==> src/rtl/ifetch.sv <==
// Instruction-fetch unit for the multi-cycle MIPS core.
// Owns the PC, issues valid/ready instruction requests, holds the fetched
// word for decode until commit, then selects the next PC (jump > taken
// branch > sequential).
// Optional feature macro: IFETCH_ALIGN_CHECK_EN -- traps a misaligned
// next PC into a sticky ERR state that raises fetch_err.
module ifetch #(
   parameter logic [31:0] RESET_PC = 32'h0000_0000
) (
   input  logic        clk,
   input  logic        rst_n,
   output logic        Inst_Req_Valid,
   input  logic        Inst_Req_Ready,
   input  logic        Inst_Valid,
   output logic        Inst_Ready,
   input  logic [31:0] Inst_Rdata,
   output logic [31:0] PC,
   output logic [31:0] Instruction,
   output logic        id_valid,
   input  logic        commit,
   input  logic        Branch,
   input  logic        branch_taken,
   input  logic        Jump,
   input  logic [31:0] Branch_addr,
   input  logic [31:0] Jump_addr,
   output logic [31:0] inst_cnt,
   output logic        fetch_err
);

   typedef enum logic [2:0] {
      ST_RST = 3'd0,
      ST_IF  = 3'd1,
      ST_IW  = 3'd2,
      ST_ID  = 3'd3,
      ST_ERR = 3'd4
   } state_e;

   state_e      state_q, state_d;
   logic [31:0] pc_q, pc_d;
   logic [31:0] instr_q, instr_d;
   logic [31:0] cnt_q, cnt_d;
   logic [31:0] pc_plus4;
   logic [31:0] next_pc;

   // Redirect target: jump wins over a taken branch; branch offset is PC+4 relative
   always_comb begin
      pc_plus4 = pc_q + 32'd4;
      next_pc  = pc_plus4;
      if (Jump)
         next_pc = Jump_addr;
      else if (Branch && branch_taken)
         next_pc = pc_plus4 + Branch_addr;
   end

   // Next-state and datapath update; inputs outside their owning state are ignored
   always_comb begin
      state_d = state_q;
      pc_d    = pc_q;
      instr_d = instr_q;
      cnt_d   = cnt_q;
      case (state_q)
         ST_RST: state_d = ST_IF;
         ST_IF: begin
            if (Inst_Req_Ready)
               state_d = ST_IW;
         end
         ST_IW: begin
            if (Inst_Valid) begin
               instr_d = Inst_Rdata;
               state_d = ST_ID;
            end
         end
         ST_ID: begin
            if (commit) begin
               pc_d    = next_pc;
               cnt_d   = cnt_q + 32'd1;
               state_d = ST_IF;
`ifdef IFETCH_ALIGN_CHECK_EN
               if (next_pc[1:0] != 2'b00)
                  state_d = ST_ERR;
`endif
            end
         end
         // ERR is sticky until reset
         ST_ERR:  state_d = ST_ERR;
         default: state_d = ST_RST;
      endcase
   end

   // State and datapath registers; async reset drops handshakes immediately
   always_ff @(posedge clk or negedge rst_n) begin
      if (!rst_n) begin
         state_q <= ST_RST;
         pc_q    <= RESET_PC;
         instr_q <= 32'h0;
         cnt_q   <= 32'h0;
      end else begin
         state_q <= state_d;
         pc_q    <= pc_d;
         instr_q <= instr_d;
         cnt_q   <= cnt_d;
      end
   end

   // Outputs decode from state/registers only, no input-to-output paths
   assign Inst_Req_Valid = (state_q == ST_IF);
   assign Inst_Ready     = (state_q == ST_IW);
   assign id_valid       = (state_q == ST_ID);
   assign PC             = pc_q;
   assign Instruction    = instr_q;
   assign inst_cnt       = cnt_q;
`ifdef IFETCH_ALIGN_CHECK_EN
   assign fetch_err      = (state_q == ST_ERR);
`else
   assign fetch_err      = 1'b0;
`endif

endmodule

==> config.mk <==
export PLATFORM = sky130hd
export DESIGN_NAME = ifetch
export DESIGN_NICKNAME = d
export VERILOG_FILES = /design/src/rtl/ifetch.sv
export SDC_FILE = /design/constraint.sdc
export NUM_CORES = 1
export LEC_CHECK = 0
export ABC_AREA = 1
export BUFFER_PORTS_ARGS = -buffer_cell sky130_fd_sc_hd__buf_2
export CORE_MARGIN = 2
export CORE_UTILIZATION = 50
export DETAILED_ROUTE_END_ITERATION = 12
export PLACE_DENSITY_LB_ADDON = 0.25
export SLEW_MARGIN = 10
export SYNTH_ARGS = -nofsm -noshare
export SYNTH_HDL_FRONTEND = slang
export SYNTH_SLANG_ARGS = --single-unit
==> constraint.sdc <==
create_clock -name clk -period 2.37 [get_ports clk]
set_input_delay 0.237 -clock clk [delete_from_list [all_inputs] [get_ports clk]]
set_output_delay 0.237 -clock clk [all_outputs]
set_load 0.02 [all_outputs]
After elaboration in Yosys (flattened, before gate mapping)
Index checks and enable logic that the tools add are counted.
- output and inout port bits: 100
- flip-flop bits (word level): 99
- input bits: 104
- logic and storage cells: 25
- mux-type cells: 6
- reduce and logical (&&, ||, !) cells: 5
- $add $sub $neg: 3
- equality and inequality tests: 7
- operators with widths (cell ; count):
    $mux 32 ; 2
    $add 32x1->32 const B ; 1
    $add 32x3->32 const B ; 1
    $add 32x32->32 ; 1
    $pmux 3 s5 ; 1
    $mux 3 ; 3
    $eq 3x2->1 const B ; 2
    $ne 2x1->1 const B ; 2
    $reduce_and 2->1 ; 2
    $eq 3x1->1 const B ; 1
    $eq 3x3->1 const B ; 1
    $logic_not 3->1 ; 1
    $reduce_and 3->1 ; 1
    $ne 2x2->1 const B ; 1
    $logic_and 1x1->1 ; 1

Longest topological paths before layout
Gate-level depths: netlist of run 1.
- depth in word-level cells: 4
- depth in mapped cells: 23
- gate-level depth less buffers: 23

Worst setup path after synthesis of run 1
Ideal clock, no wire load.
- kind: register to register
- start point: register pc_q[2], in the netlist PC[2]
- end point: register pc_q[27], in the netlist PC[27]
- period minus slack after synthesis: 2671 ps
- setup slack: -301 ps
- setup time: 117 ps
- required time: 2253 ps
- arrival time: 2555 ps
- stages on the path, launching flop included: 21
- buffers on the path: 0
- path through: dfrtp_1 -> ha_1 -> nand2_1 -> inv_1 -> nand3_2 -> nor2_2 -> nand3_1 -> and2_1 -> ha_1 -> nand2_1 -> nor2_1 -> nand2_1 -> inv_1 -> nand2_1 -> and2_1 -> nand2_1 -> nand2_1 -> nand3_1 -> nand2_1 -> nand2_1 -> nand2_1
- word-level cells in the longest chain between the ends: 4
- ends and longest elaborated chain (what ; line ; source):
    from (decl) ; 39 ; logic [31:0] pc_q, pc_d;
    from (signal assigned) ; 99 ; pc_q <= pc_d;
    $add 32x3->32 * ; 47 ; pc_plus4 = pc_q + 32'd4;
    $add 32x32->32 ; 52 ; next_pc = pc_plus4 + Branch_addr;
    $mux 32 * ; 51 ; else if (Branch && branch_taken)
    $mux 32 * ; 49 ; if (Jump)
Every way passes the cells marked *; elsewhere a longest branch is shown, timed or not.
A chain may end at the register's enable or synchronous reset.

Worst setup path after layout of run 1
- start point: register pc_q[3], in the netlist PC[3]
- end point: register pc_q[27], in the netlist PC[27]
Same word-level chain as after synthesis.

==> results.md, run 1 <==
- Tcrit/Tclk final: 1.23
- Vias in the first global route: 9404
- Synthesized area: 0.00814 mm^2
- RD Place Congestion: 0.962
- # setup viols final: 24
- I/O pins: 204
- Die X: 132 um
- Seq/Total Area, Yosys: 0.304
- Number of port buffers: 202
- Setup TNS: -10.60 ns
- Crit-path cells: buf_12, ha_4, nand3_4, nor2_4, nand3b_1, o21ai_2, and2_4, ha_4, nand2_2, nand2_1, nand2_1, nand2_2, a21oi_1, and2_4, nand3_1, nand3_1, nand2_1, nand2_1, nand2_1
- Worst-path fanout max: 4
- Area growth from synthesis to layout: 53.5%
- Crit-path most repeated cell: nand2_1
- Reg2reg path depth: 19
- First-pass GRT wire length: 46.1 mm
- Status: finished with violations
- Clock buffer depth: 2
- CP delay by family, top: simple AND/OR/NAND/NOR gates
- DIE HEIGHT: 132 um
- CP peak stage delay: 0.47 ns
- Num rows: 46
- FF-to-FF End: PC[27]
- Final WL: 31.3 mm
- Achievable Freq: 342 MHz
- Seq cells post-synth: 99
- Startpoint Class: flip-flop
- Min cycle time layout: 2.92 ns
- Root buf cell: clkbuf_16
- CTS tree: done
- Initial Util: 0.512
- Critical path data arrival time: 3.16 ns
- GRT Util Overall: 0.331
- Yosys warns: 0
- Detailed router's first-iteration violation count: 802
- Worst Path Required: 2.61 ns
- WL per Instance: 17.2 um
- HP Class: input pin to flip-flop
- Max Clock Skew: 0.0113 ns
- Drt via density: 5.41
- Clock-pin slew on the worst setup and hold paths: 0.08 ns
- Netlist cell types: 50
- Net Count, Synth: 1363
- RSZ-0062 raised after global routing: true
- Pins over their slew limit: 0
- Post-synth ARST share: 1.00
- Number of buffers and inverters on the critical path: 1
- Area of the die: 0.0173 mm^2
- Setup ws final: -0.552 ns
- P per Cell Area: 1260 mW/mm^2
- Global route overflow: 0
- Worst slew pin tran: 0.626 ns
- P_leak: 6.70 nW
- Slowest-stage cell, CP: dfrtp_2
- CTS Sinks: 99
- Max-Cap Viols: 0
- CP Capture Type: flip-flop
- Failing checks: negative setup slack
- H-tree Lvls: 3
- R2R Setup Slk: -0.55 ns
- Largest net degree at the start of global routing: 53
- Max-slew headroom: 0.583
- Hold Fails Final Rpt: 0
- Final Util: 0.786
- Hold_sp: Inst_Rdata[4]
- Via Count: 9833
- Post-route DRC violation count: 0
- Worst Hold Depth: 2
- Worst-Skew Late Latency: 0.35 ns
- EDFF count, synth: 0
- DP HPWL: 22.3 mm
- Ratio of cells with drive above 1 in the final layout: 0.447
- Kind of critical path: flip-flop to flip-flop
- Worst vdd ir: 0.887 mV
- Min-Delay Endpoint: Instruction[4]
- CORE AREA: 0.0159 mm^2
- Antenna Violating Nets Remaining: 0
- Post-synthesis cell count: 1217
- Reg2reg start: PC[3]
- Initial antenna violation count: 2
- Mean post-synth cell area: 6.69 um^2
- Post-synth top flop: dfrtp_1
- Cts bufs inserted: 9
- Initial DRT Pass Iterations: 6
- Final nets: 1741
[metal layers]
layer / wire, um / global-route usage / vias to the layer above
li1: - / - / 4582
met1: 12000 / 0.409 / 4572
met2: 14800 / 0.553 / 537
met3: 2880 / 0.0810 / 142
met4: 1610 / 0.136 / 0
met5: 0 / 0 / -
[cells by family after synthesis]
group / count (synthesis) / synth area share
AND/OR/NAND/NOR: 706 / 0.374
buffers and inverters: 203 / 0.0956
flip-flops: 99 / 0.304
AO/OA/AOI/OAI: 78 / 0.0560
XOR/XNOR: 56 / 0.0603
adder cells (fa/ha/maj): 42 / 0.0655
multiplexers: 32 / 0.0443
other: 1 / 0.000461
[registers in the layout (all words and copies together), names as in the netlist]
| register | cells |
|---|---|
| PC | 32 |
| inst_cnt | 32 |
| state_q | 3 |
| Instruction | 32 |
[synth_stat cells (2+ instances only)]
library cell | count | area share
dfrtp_1 | 99 | 0.30
nand3_2 | 3 | 0.0037
clkbuf_1 | 12 | 0.0055
o21ai_1 | 3 | 0.0018
nor2_1 | 125 | 0.058
nor2_4 | 3 | 0.0041
nand3b_1 | 8 | 0.0074
nand2_1 | 408 | 0.19
nor4_1 | 4 | 0.0031
a2bb2oi_1 | 2 | 0.0022
buf_1 | 3 | 0.0014
mux2_2 | 32 | 0.044
o21bai_1 | 8 | 0.0074
nor3_1 | 13 | 0.0080
nand3_1 | 93 | 0.057
inv_1 | 178 | 0.082
nor2_2 | 8 | 0.0061
and2_1 | 3 | 0.0023
o21ai_0 | 22 | 0.014
nor3_2 | 2 | 0.0025
nand2_2 | 3 | 0.0023
ha_1 | 41 | 0.063
xor2_1 | 40 | 0.043
or2_2 | 3 | 0.0023
nand4_1 | 23 | 0.018
inv_2 | 3 | 0.0014
a22oi_1 | 4 | 0.0037
o22ai_1 | 2 | 0.0015
xnor2_1 | 16 | 0.017
o211ai_1 | 4 | 0.0037
a21oi_1 | 27 | 0.017
buf_2 | 4 | 0.0025
[worst max-delay path by stage]
stage                     start  endpoint  slack [ns]  cells past startpoint
after floorplan           PC[3]    PC[12]       -0.09                     15
after global placement    PC[3]    PC[12]       -0.60                     15
after detailed placement  PC[3]    PC[12]       -0.64                     15
after CTS                 PC[3]    PC[20]       -0.40                     20
after global routing      PC[3]    PC[31]       -0.70                     21
final                     PC[3]    PC[27]       -0.55                     19
[what timing repair did]
action,in CTS,in global routing
endpoints found under the hold margin,48,0
gates cloned,0,0
hold buffers,1,0
gates resized for setup,148,131
setup buffers,27,12
endpoints found under the setup margin,26,26
pin swaps,67,70
[layout by cell type, fill, tap and decap left out, drive strengths merged, types with 3 or more instances in the layout]
cell type and n:
a22oi 4, o21ai 25, dfrtp 99, nor4 4
nand4 25, o21bai 8, nand3b 8, nor3 15
clkbuf 11, diode 3, and2 3, xnor2 16
or2 3, mux2 32, buf 387, ha 41
inv 184, nor2 137, a21oi 27, nand2 412
nand3 96, xor2 40, o211ai 4
[metrics by stage]
step	power (mW)	cells	hold WS [ns]	setup slack [ns]	cell area [um^2]
global route	16.7	1816	0.109	-0.696	12500
finish	15.8	1819	0.116	-0.552	12500
detailed placement	11.6	1761	0.302	-0.642	10700
CTS	14.3	1805	0.107	-0.397	11900
global placement	11.4	1761	0.298	-0.598	10700
floorplan	7.97	1217	-0.0586	-0.0915	8390
[cell type report]
cell class	instances	area (um^2)
Antenna cell	3	7.51
Timing Repair Buffer	388	2480
Inverter	182	688
Tap cell	216	270
Clock buffer	11	233
Multi-Input combinational cell	915	6270
Sequential cell	99	2500
Clock inverter	5	43.8
Fill cell	1082	3390
[report_power, final]
| group | total [mW] | leakage [nW] | internal [mW] | switching [mW] |
|---|---|---|---|---|
| Clock | 1.42 | 0.129 | 0.730 | 0.694 |
| Combinational | 11.5 | 5.37 | 4.90 | 6.63 |
| Sequential | 2.83 | 1.20 | 2.32 | 0.506 |
| Total | 15.8 | 6.70 | 7.95 | 7.83 |
Power figures use the tool's default switching activity.
==> run 2: changes to the inputs <==
--- a/config.mk
+++ b/config.mk
@@ -5,10 +5,10 @@
 export SDC_FILE = /design/constraint.sdc
 export NUM_CORES = 1
 export LEC_CHECK = 0
-export ABC_AREA = 1
+export ABC_AREA = 0
 export BUFFER_PORTS_ARGS = -buffer_cell sky130_fd_sc_hd__buf_2
 export CORE_MARGIN = 2
-export CORE_UTILIZATION = 50
+export CORE_UTILIZATION = 47
 export DETAILED_ROUTE_END_ITERATION = 12
 export PLACE_DENSITY_LB_ADDON = 0.25
 export SLEW_MARGIN = 10
==> run 2 against run 1 <==
The flow still finishes with violations (negative setup slack). Register-to-register slack got worse by 0.58 ns. Utilization decreased by 2.5 points. Hold slack improved by 0.00053 ns. Area after synthesis decreased by 19%. Synthesized cell count decreased by 42%. Design area decreased by 16%. Maximum frequency decreased by 16%. Worst setup slack got worse by 0.58 ns. Sequential share of layout area increased by 3.6 points. Critical path type unchanged. Largest cell class unchanged. Highest routed layer unchanged.
==> results.md, run 2 <==
- Root buf cell: clkbuf_16 (unchanged)
- Seq/Total Area, Yosys: 0.375 (was 0.304)
- Clock-pin slew on the worst setup and hold paths: 0.08 ns (about the same)
- Largest net degree at the start of global routing: 44 (was 53)
- Post-synthesis cell count: 711 (was 1217)
- Commonest non-fill, non-tap cells in the layout: buf_2 (201), buf_4 (195), dfrtp_1 (91) (was nand2_1 (334), buf_2 (201), buf_4 (172))
- Worst hold slack: 0.117 ns (was 0.116 ns)
- Tcrit/Tclk final: 1.48 (was 1.23)
- Synth top area cells: dfrtp_1 (38%), ha_1 (7.8%), xnor2_1 (7.0%) (was dfrtp_1 (30%), nand2_1 (19%), inv_1 (8.2%))
- Setup ws final: -1.13 ns (was -0.552 ns)
- Netlist cell types: 61 (was 50)
- Post-synth ARST share: 1.00 (unchanged)
- Reg2reg path depth: 16 (was 19)
- Max Clock Skew: 0.0149 ns (was 0.0113 ns)
- Met1 usage in global routing: 0.358 (was 0.409)
- Drt via density: 5.58 (was 5.41)
- Seq cells post-synth: 99 (unchanged)
- DP Area: 0.00913 mm^2 (was 0.0107 mm^2)
- Placed Cells: 1243 (was 1761)
- HP Class: input pin to flip-flop (unchanged)
- Top post-synthesis cells by count: dfrtp_1 (99), nand2_1 (75), xnor2_1 (53) (was nand2_1 (408), inv_1 (178), nor2_1 (125))
- Area of the die: 0.0150 mm^2 (was 0.0173 mm^2)
- EDFF count, synth: 0 (unchanged)
- Detailed router's first-iteration violation count: 448 (was 802)
- Number of port buffers: 202 (unchanged)
- Post-synth top flop: dfrtp_1 (unchanged)
- Vias in the first global route: 6767 (was 9404)
- Cts bufs inserted: 9 (unchanged)
- Worst-path fanout max: 4 (unchanged)
- RSZ-0062 raised after global routing: true (unchanged)
- Status: finished with violations (unchanged)
- Most common cell in the netlist: dfrtp_1 (was nand2_1)
- Mean post-synth cell area: 9.29 um^2 (was 6.69 um^2)
- Area growth from synthesis to layout: 59.4% (was 53.5%)
- Max-Cap Viols: 0 (unchanged)
- Initial Util: 0.478 (was 0.512)
- Most common cell after layout, fill and taps aside: buf_2 (was nand2_1)
- Antenna Violating Nets Remaining: 0 (unchanged)
- Worst Path Required: 2.60 ns (was 2.61 ns)
- GR met3 Demand/Resource: 0.0674 (was 0.0810)
- CP Capture Type: flip-flop (unchanged)
- RD Place Congestion: 0.960 (was 0.962)
- Top-area cell type share of the netlist area: 0.375 (was 0.304)
- GRT Util Overall: 0.296 (was 0.331)
- Worst Hold Depth: 3 (was 2)
- H-tree Lvls: 3 (unchanged)
- WL per Instance: 18.2 um (was 17.2 um)
- Failing checks: negative setup slack (unchanged)
- CTS tree: done (unchanged)
- Area leader, netlist: dfrtp_1 (unchanged)
- # setup viols final: 27 (was 24)
- Final Cell Area: 0.0105 mm^2 (was 0.0125 mm^2)
- Hold Fails Final Rpt: 0 (unchanged)
- CORE AREA: 0.0138 mm^2 (was 0.0159 mm^2)
- Final WL: 23.6 mm (was 31.3 mm)
- Net Count, Synth: 857 (was 1363)
- Die X: 123 um (was 132 um)
- DP HPWL: 16.7 mm (was 22.3 mm)
- First-pass GRT wire length: 34.1 mm (was 46.1 mm)
- Max-slew headroom: 0.586 (was 0.583)
- CTS Sinks: 99 (unchanged)
- Achievable Freq: 286 MHz (was 342 MHz)
- Critical path data arrival time: 3.73 ns (was 3.16 ns)
- Post-route DRC violation count: 0 (unchanged)
- Num rows: 43 (was 46)
- Clock buffer depth: 2 (unchanged)
- Global route overflow: 0 (unchanged)
- Initial DRT Pass Iterations: 7 (was 6)
- Via Count: 7253 (was 9833)
- Gr busiest metal: met2 (unchanged)
- Min cycle time layout: 3.50 ns (was 2.92 ns)
- Worst slew pin tran: 0.621 ns (was 0.626 ns)
- P per Cell Area: 1260 mW/mm^2 (about the same)
- Pins over their slew limit: 0 (unchanged)
- Final nets: 1257 (was 1741)
- Startpoint Class: flip-flop (unchanged)
- Met2 GRT Util: 0.524 (was 0.553)
- DIE HEIGHT: 123 um (was 132 um)
- Fill cell count: 954 (was 1082)
- P_leak: 5.14 nW (was 6.70 nW)
- Worst vdd ir: 0.772 mV (was 0.887 mV)
- Finished Layout Cells: 1300 (was 1819)
- Worst-Skew Late Latency: 0.36 ns (was 0.35 ns)
- Ratio of cells with drive above 1 in the final layout: 0.522 (was 0.447)
- I/O pins: 204 (unchanged)
- Synthesized area: 0.00661 mm^2 (was 0.00814 mm^2)
- Kind of critical path: flip-flop to flip-flop (unchanged)
- Yosys warns: 0 (unchanged)
- Initial antenna violation count: 4 (was 2)
-- run 2: changes by cell type after synthesis, sizes merged, moves of 10 or more --
cell / before / now
nand2: 412 / 75
inv: 181 / 11
nor2: 137 / 51
nand3: 96 / 34
xnor2: 16 / 53
o21ai: 25 / 43
a21o: 1 / 17
a21oi: 27 / 42
a211oi: 0 / 14
and3: 1 / 14
nand4: 25 / 15
-- run 2: area by class of cell --
cell class / instances / area, um^2 / area share
antenna: 4 / 10.0 / 0.000951
clock buffer: 9 / 225 / 0.0214
clock inverter: 7 / 85.1 / 0.00808
inverter: 11 / 41.3 / 0.00392
multi-input combinational: 575 / 4750 / 0.451
sequential: 99 / 2490 / 0.236
tap: 180 / 225 / 0.0214
timing repair buffer: 415 / 2700 / 0.257
-- run 2: final timing paths --
kind / start / to / slack, ns
worst max-delay path: PC[6] / PC[30] / -1.13
max in group asynchronous: rst_n / PC[19] / 1.26
worst min register to register: inst_cnt[26] / inst_cnt[26] / 0.49
worst max register to register: PC[6] / PC[30] / -1.13
min in group asynchronous: rst_n / PC[10] / 0.44
worst min-delay path: Jump_addr[0] / PC[0] / 0.12
-- run 2: stage by stage --
step           power, mW  TNS (ns)  utilization  setup WS (ns)
3_5_place_dp        9.97    -20.66        0.660          -1.18
6_report            13.3    -20.65        0.761          -1.13
3_3_place_gp        9.86    -19.60        0.660          -1.12
5_1_grt             14.1    -24.40        0.761          -1.37
2_1_floorplan       6.78    -13.20            -          -1.00
4_1_cts             12.2    -17.42        0.718          -1.01
-- run 2: worst max-delay path, cell delays in order (launching register included) --
cell and delay (ns):
dfrtp_2 0.37, and4_4 0.23, and4_4 0.27, nand3_4 0.14
nor2_4 0.15, xor2_2 0.25, ha_4 0.27, a21oi_2 0.13
o21ai_1 0.10, o211ai_1 0.16, o211ai_1 0.25, o31ai_2 0.28
buf_4 0.18, o31ai_4 0.06, a221oi_2 0.27, xor2_1 0.17
o22ai_1 0.08
-- run 2: cell families (layout without fill, tap and decap cells) --
family / count (synthesis) / after routing / synth area share
other: 1 / 5 / 0.000568
flip-flops: 99 / 99 / 0.375
AND/OR/NAND/NOR: 242 / 242 / 0.182
XOR/XNOR: 84 / 84 / 0.111
multiplexers: 34 / 34 / 0.0595
buffers and inverters: 37 / 442 / 0.0227
AO/OA/AOI/OAI: 172 / 172 / 0.168
adder cells (fa/ha/maj): 42 / 42 / 0.0807
-- run 2: per-layer routing --
metal / share of wire / vias up
met5: 0 / -
met4: 0.031 / 0
met3: 0.085 / 66
met2: 0.50 / 363
met1: 0.39 / 3444
li1: - / 3380
-- run 2: power by group --
part           total [mW]  switching [mW]  leakage [nW]  internal, mW
Clock                1.56           0.723         0.151         0.842
Combinational        9.03            4.63          3.76          4.41
Sequential           2.69           0.408          1.24          2.29
Total                13.3            5.76          5.14          7.53
-- run 2: what timing repair did --
item | CTS | global route
hold buffers | 1 | 0
cloned | 0 | 0
endpoints found under the setup margin | 28 | 31
buffers inserted | 20 | 19
resized for setup | 69 | 87
endpoints found under the hold margin | 41 | 0
pin swaps | 71 | 64
==> run 3: changes to the inputs <==
--- a/config.mk
+++ b/config.mk
@@ -15,3 +15,4 @@
 export SYNTH_ARGS = -nofsm -noshare
 export SYNTH_HDL_FRONTEND = slang
 export SYNTH_SLANG_ARGS = --single-unit
+export TNS_END_PERCENT = 5
==> run 3 against run 2 <==
The run still ends with negative setup slack left. Cell count shrank 4.0%. Non-clock buffer count shrank 47. Maximum frequency is 2.7% higher. Sequential share of layout area is 2.1 points higher. Register-to-register slack better by 0.09 ns. Wire length fell by 10%. Largest power group unchanged. Highest routed layer is now met5.
==> results.md, run 3 (same netlist as run 2, synthesis figures left out) <==
- Failing checks: negative setup slack (unchanged)
- Max Clock Skew: 0.00508 ns (was 0.0149 ns)
- H-tree Lvls: 3 (unchanged)
- Final nets: 1210 (was 1257)
- Setup ws final: -1.04 ns (was -1.13 ns)
- I/O pins: 204 (unchanged)
- Worst-Skew Late Latency: 0.35 ns (was 0.36 ns)
- Worst slack, placed: -1.09 ns (was -1.18 ns)
- RSZ-0062 raised after global routing: true (unchanged)
- Cts bufs inserted: 9 (unchanged)
- Max-slew headroom: 0.604 (was 0.586)
- Crit-path most repeated cell: buf_4
- Crit-path cells: and4_1, and4_4, buf_4, buf_4, nand3_2, nor2_4, xor2_2, ha_1, nand2_1, nor3b_2, o311a_1, o211ai_1, o21ai_1, mux4_2, nand4b_1, nand3_1 (was and4_4, and4_4, nand3_4, nor2_4, xor2_2, ha_4, a21oi_2, o21ai_1, o211ai_1, o211ai_1, o31ai_2, buf_4, o31ai_4, a221oi_2, xor2_1, o22ai_1)
- Area of the die: 0.0150 mm^2 (unchanged)
- CORE AREA: 0.0138 mm^2 (unchanged)
- Initial Util: 0.478 (unchanged)
- Root buf cell: clkbuf_16 (unchanged)
- CP peak stage delay: 0.35 ns (was 0.37 ns)
- Worst Path Required: 2.66 ns (was 2.60 ns)
- Worst-path fanout max: 4 (unchanged)
- Clock buffer depth: 2 (unchanged)
- Status: finished with violations (unchanged)
- Detailed router's first-iteration violation count: 344 (was 448)
- Global route overflow: 0 (unchanged)
- P_leak: 4.82 nW (was 5.14 nW)
- Via Count: 6868 (was 7253)
- Drt via density: 5.50 (was 5.58)
- RD Place Congestion: 0.960 (about the same)
- Largest net degree at the start of global routing: 60 (was 44)
- DP Area: 0.00898 mm^2 (was 0.00913 mm^2)
- Final Cell Area: 0.00967 mm^2 (was 0.0105 mm^2)
- CTS tree: done (unchanged)
- Worst slew pin tran: 0.592 ns (was 0.621 ns)
- Hold Fails Final Rpt: 0 (unchanged)
- Ratio of cells with drive above 1 in the final layout: 0.453 (was 0.522)
- Tcrit/Tclk final: 1.44 (was 1.48)
- DP HPWL: 16.1 mm (was 16.7 mm)
- P per Cell Area: 1230 mW/mm^2 (was 1260 mW/mm^2)
- # setup viols final: 26 (was 27)
- Antenna Violating Nets Remaining: 0 (unchanged)
- Min cycle time layout: 3.41 ns (was 3.50 ns)
- Vias in the first global route: 6636 (was 6767)
- Num rows: 43 (unchanged)
- Slowest-stage cell, CP: dfrtp_2 (unchanged)
- CP Capture Type: flip-flop (unchanged)
- Achievable Freq: 294 MHz (was 286 MHz)
- Worst vdd ir: 0.773 mV (was 0.772 mV)
- CTS Sinks: 99 (unchanged)
- Max-Cap Viols: 0 (unchanged)
- DIE HEIGHT: 123 um (unchanged)
- WL per Instance: 17.0 um (was 18.2 um)
- First-pass GRT wire length: 33.0 mm (was 34.1 mm)
- Commonest non-fill, non-tap cells in the layout: buf_2 (201), buf_4 (164), dfrtp_1 (93) (was buf_2 (201), buf_4 (195), dfrtp_1 (91))
- Initial antenna violation count: 1 (was 4)
- Startpoint Class: flip-flop (unchanged)
- Number of port buffers: 202 (unchanged)
- Pins over their slew limit: 0 (unchanged)
- Post-route DRC violation count: 0 (unchanged)
- Final antenna diode count: 0 (was 4)
- Final WL: 21.2 mm (was 23.6 mm)
- Most common cell after layout, fill and taps aside: buf_2 (unchanged)
- Area growth from synthesis to layout: 46.4% (was 59.4%)
- Critical path data arrival time: 3.69 ns (was 3.73 ns)
- Kind of critical path: flip-flop to flip-flop (unchanged)
- Clock-pin slew on the worst setup and hold paths: 0.07 ns (was 0.08 ns)
- Die X: 123 um (unchanged)
- Initial DRT Pass Iterations: 5 (was 7)
- GRT Util Overall: 0.286 (was 0.296)
- HP Class: input pin to flip-flop (unchanged)
[run 3: cell count changes in the layout (fill, tap and decap cells not counted), sizes merged]
cell	previous run	this run
buf	414	367
bufinv	1	2
clkinv	2	1
diode	4	0
inv	14	13
[run 3: what timing repair did]
| item | in CTS | in global routing |
|---|---|---|
| hold endpoints to repair | 40 | 0 |
| hold buffers | 1 | 0 |
| gates resized for setup | 38 | 32 |
| gates cloned | 0 | 0 |
| setup endpoints to repair | 26 | 30 |
| setup buffers | 7 | 0 |
| pin swaps | 31 | 9 |
[run 3: worst paths after layout]
path | start | endpoint | slack, ns | depth (start not counted)
worst max register to register | PC[5] | PC[31] | -1.04 | 16
worst max-delay path | PC[5] | PC[31] | -1.04 | 16
min in group asynchronous | rst_n | PC[6] | 0.46 | 2
worst min register to register | inst_cnt[31] | inst_cnt[31] | 0.47 | 1
worst min-delay path | Inst_Rdata[31] | Instruction[31] | 0.11 | 2
max in group asynchronous | rst_n | Instruction[10] | 1.19 | 3
[run 3: power breakdown]
group          internal (mW)  total [mW]  switching [mW]
sequential              2.28        2.66           0.382
combinational           3.58        7.57            3.99
clock                  0.933        1.61           0.682
[run 3: final cells by class]
type / instances / area [um^2]
Clock inverter: 6 / 96.3
Timing Repair Buffer: 368 / 2290
Inverter: 11 / 41.3
Sequential cell: 99 / 2480
Multi-Input combinational cell: 575 / 4310
Fill cell: 1075 / 4150
Tap cell: 180 / 225
Clock buffer: 9 / 225
[run 3: worst max-delay path, delay by kind of cell (launching register included)]
family	cells	cell delay, ns
fa+ha+maj	1	0.35
simple gates	8	1.36
buf+inv	2	0.25
compound gates	3	0.63
mux	1	0.31
xor+xnor	1	0.10
flops	1	0.35
[run 3: layer usage]
layer  global-route usage  vias up  share of wire
li1                     -     3274              -
met1                0.361     3231           0.41
met2                0.482      314           0.48
met3               0.0544       47          0.081
met4                0.111        2          0.028
met5                    0        -        0.00061
[run 3: through the flow]
step / utilization / hold slack [ns] / setup TNS (ns) / cells / total power [mW]
4_1_cts: 0.689 / 0.104 / -17.47 / 1248 / 11.6
5_1_grt: 0.700 / 0.109 / -22.37 / 1248 / 12.7
3_3_place_gp: 0.649 / 0.279 / -18.70 / 1225 / 9.59
2_1_floorplan: - / -0.0586 / -15.56 / 711 / 6.70
6_report: 0.700 / 0.115 / -17.65 / 1248 / 11.9
3_5_place_dp: 0.649 / 0.282 / -19.36 / 1225 / 9.70
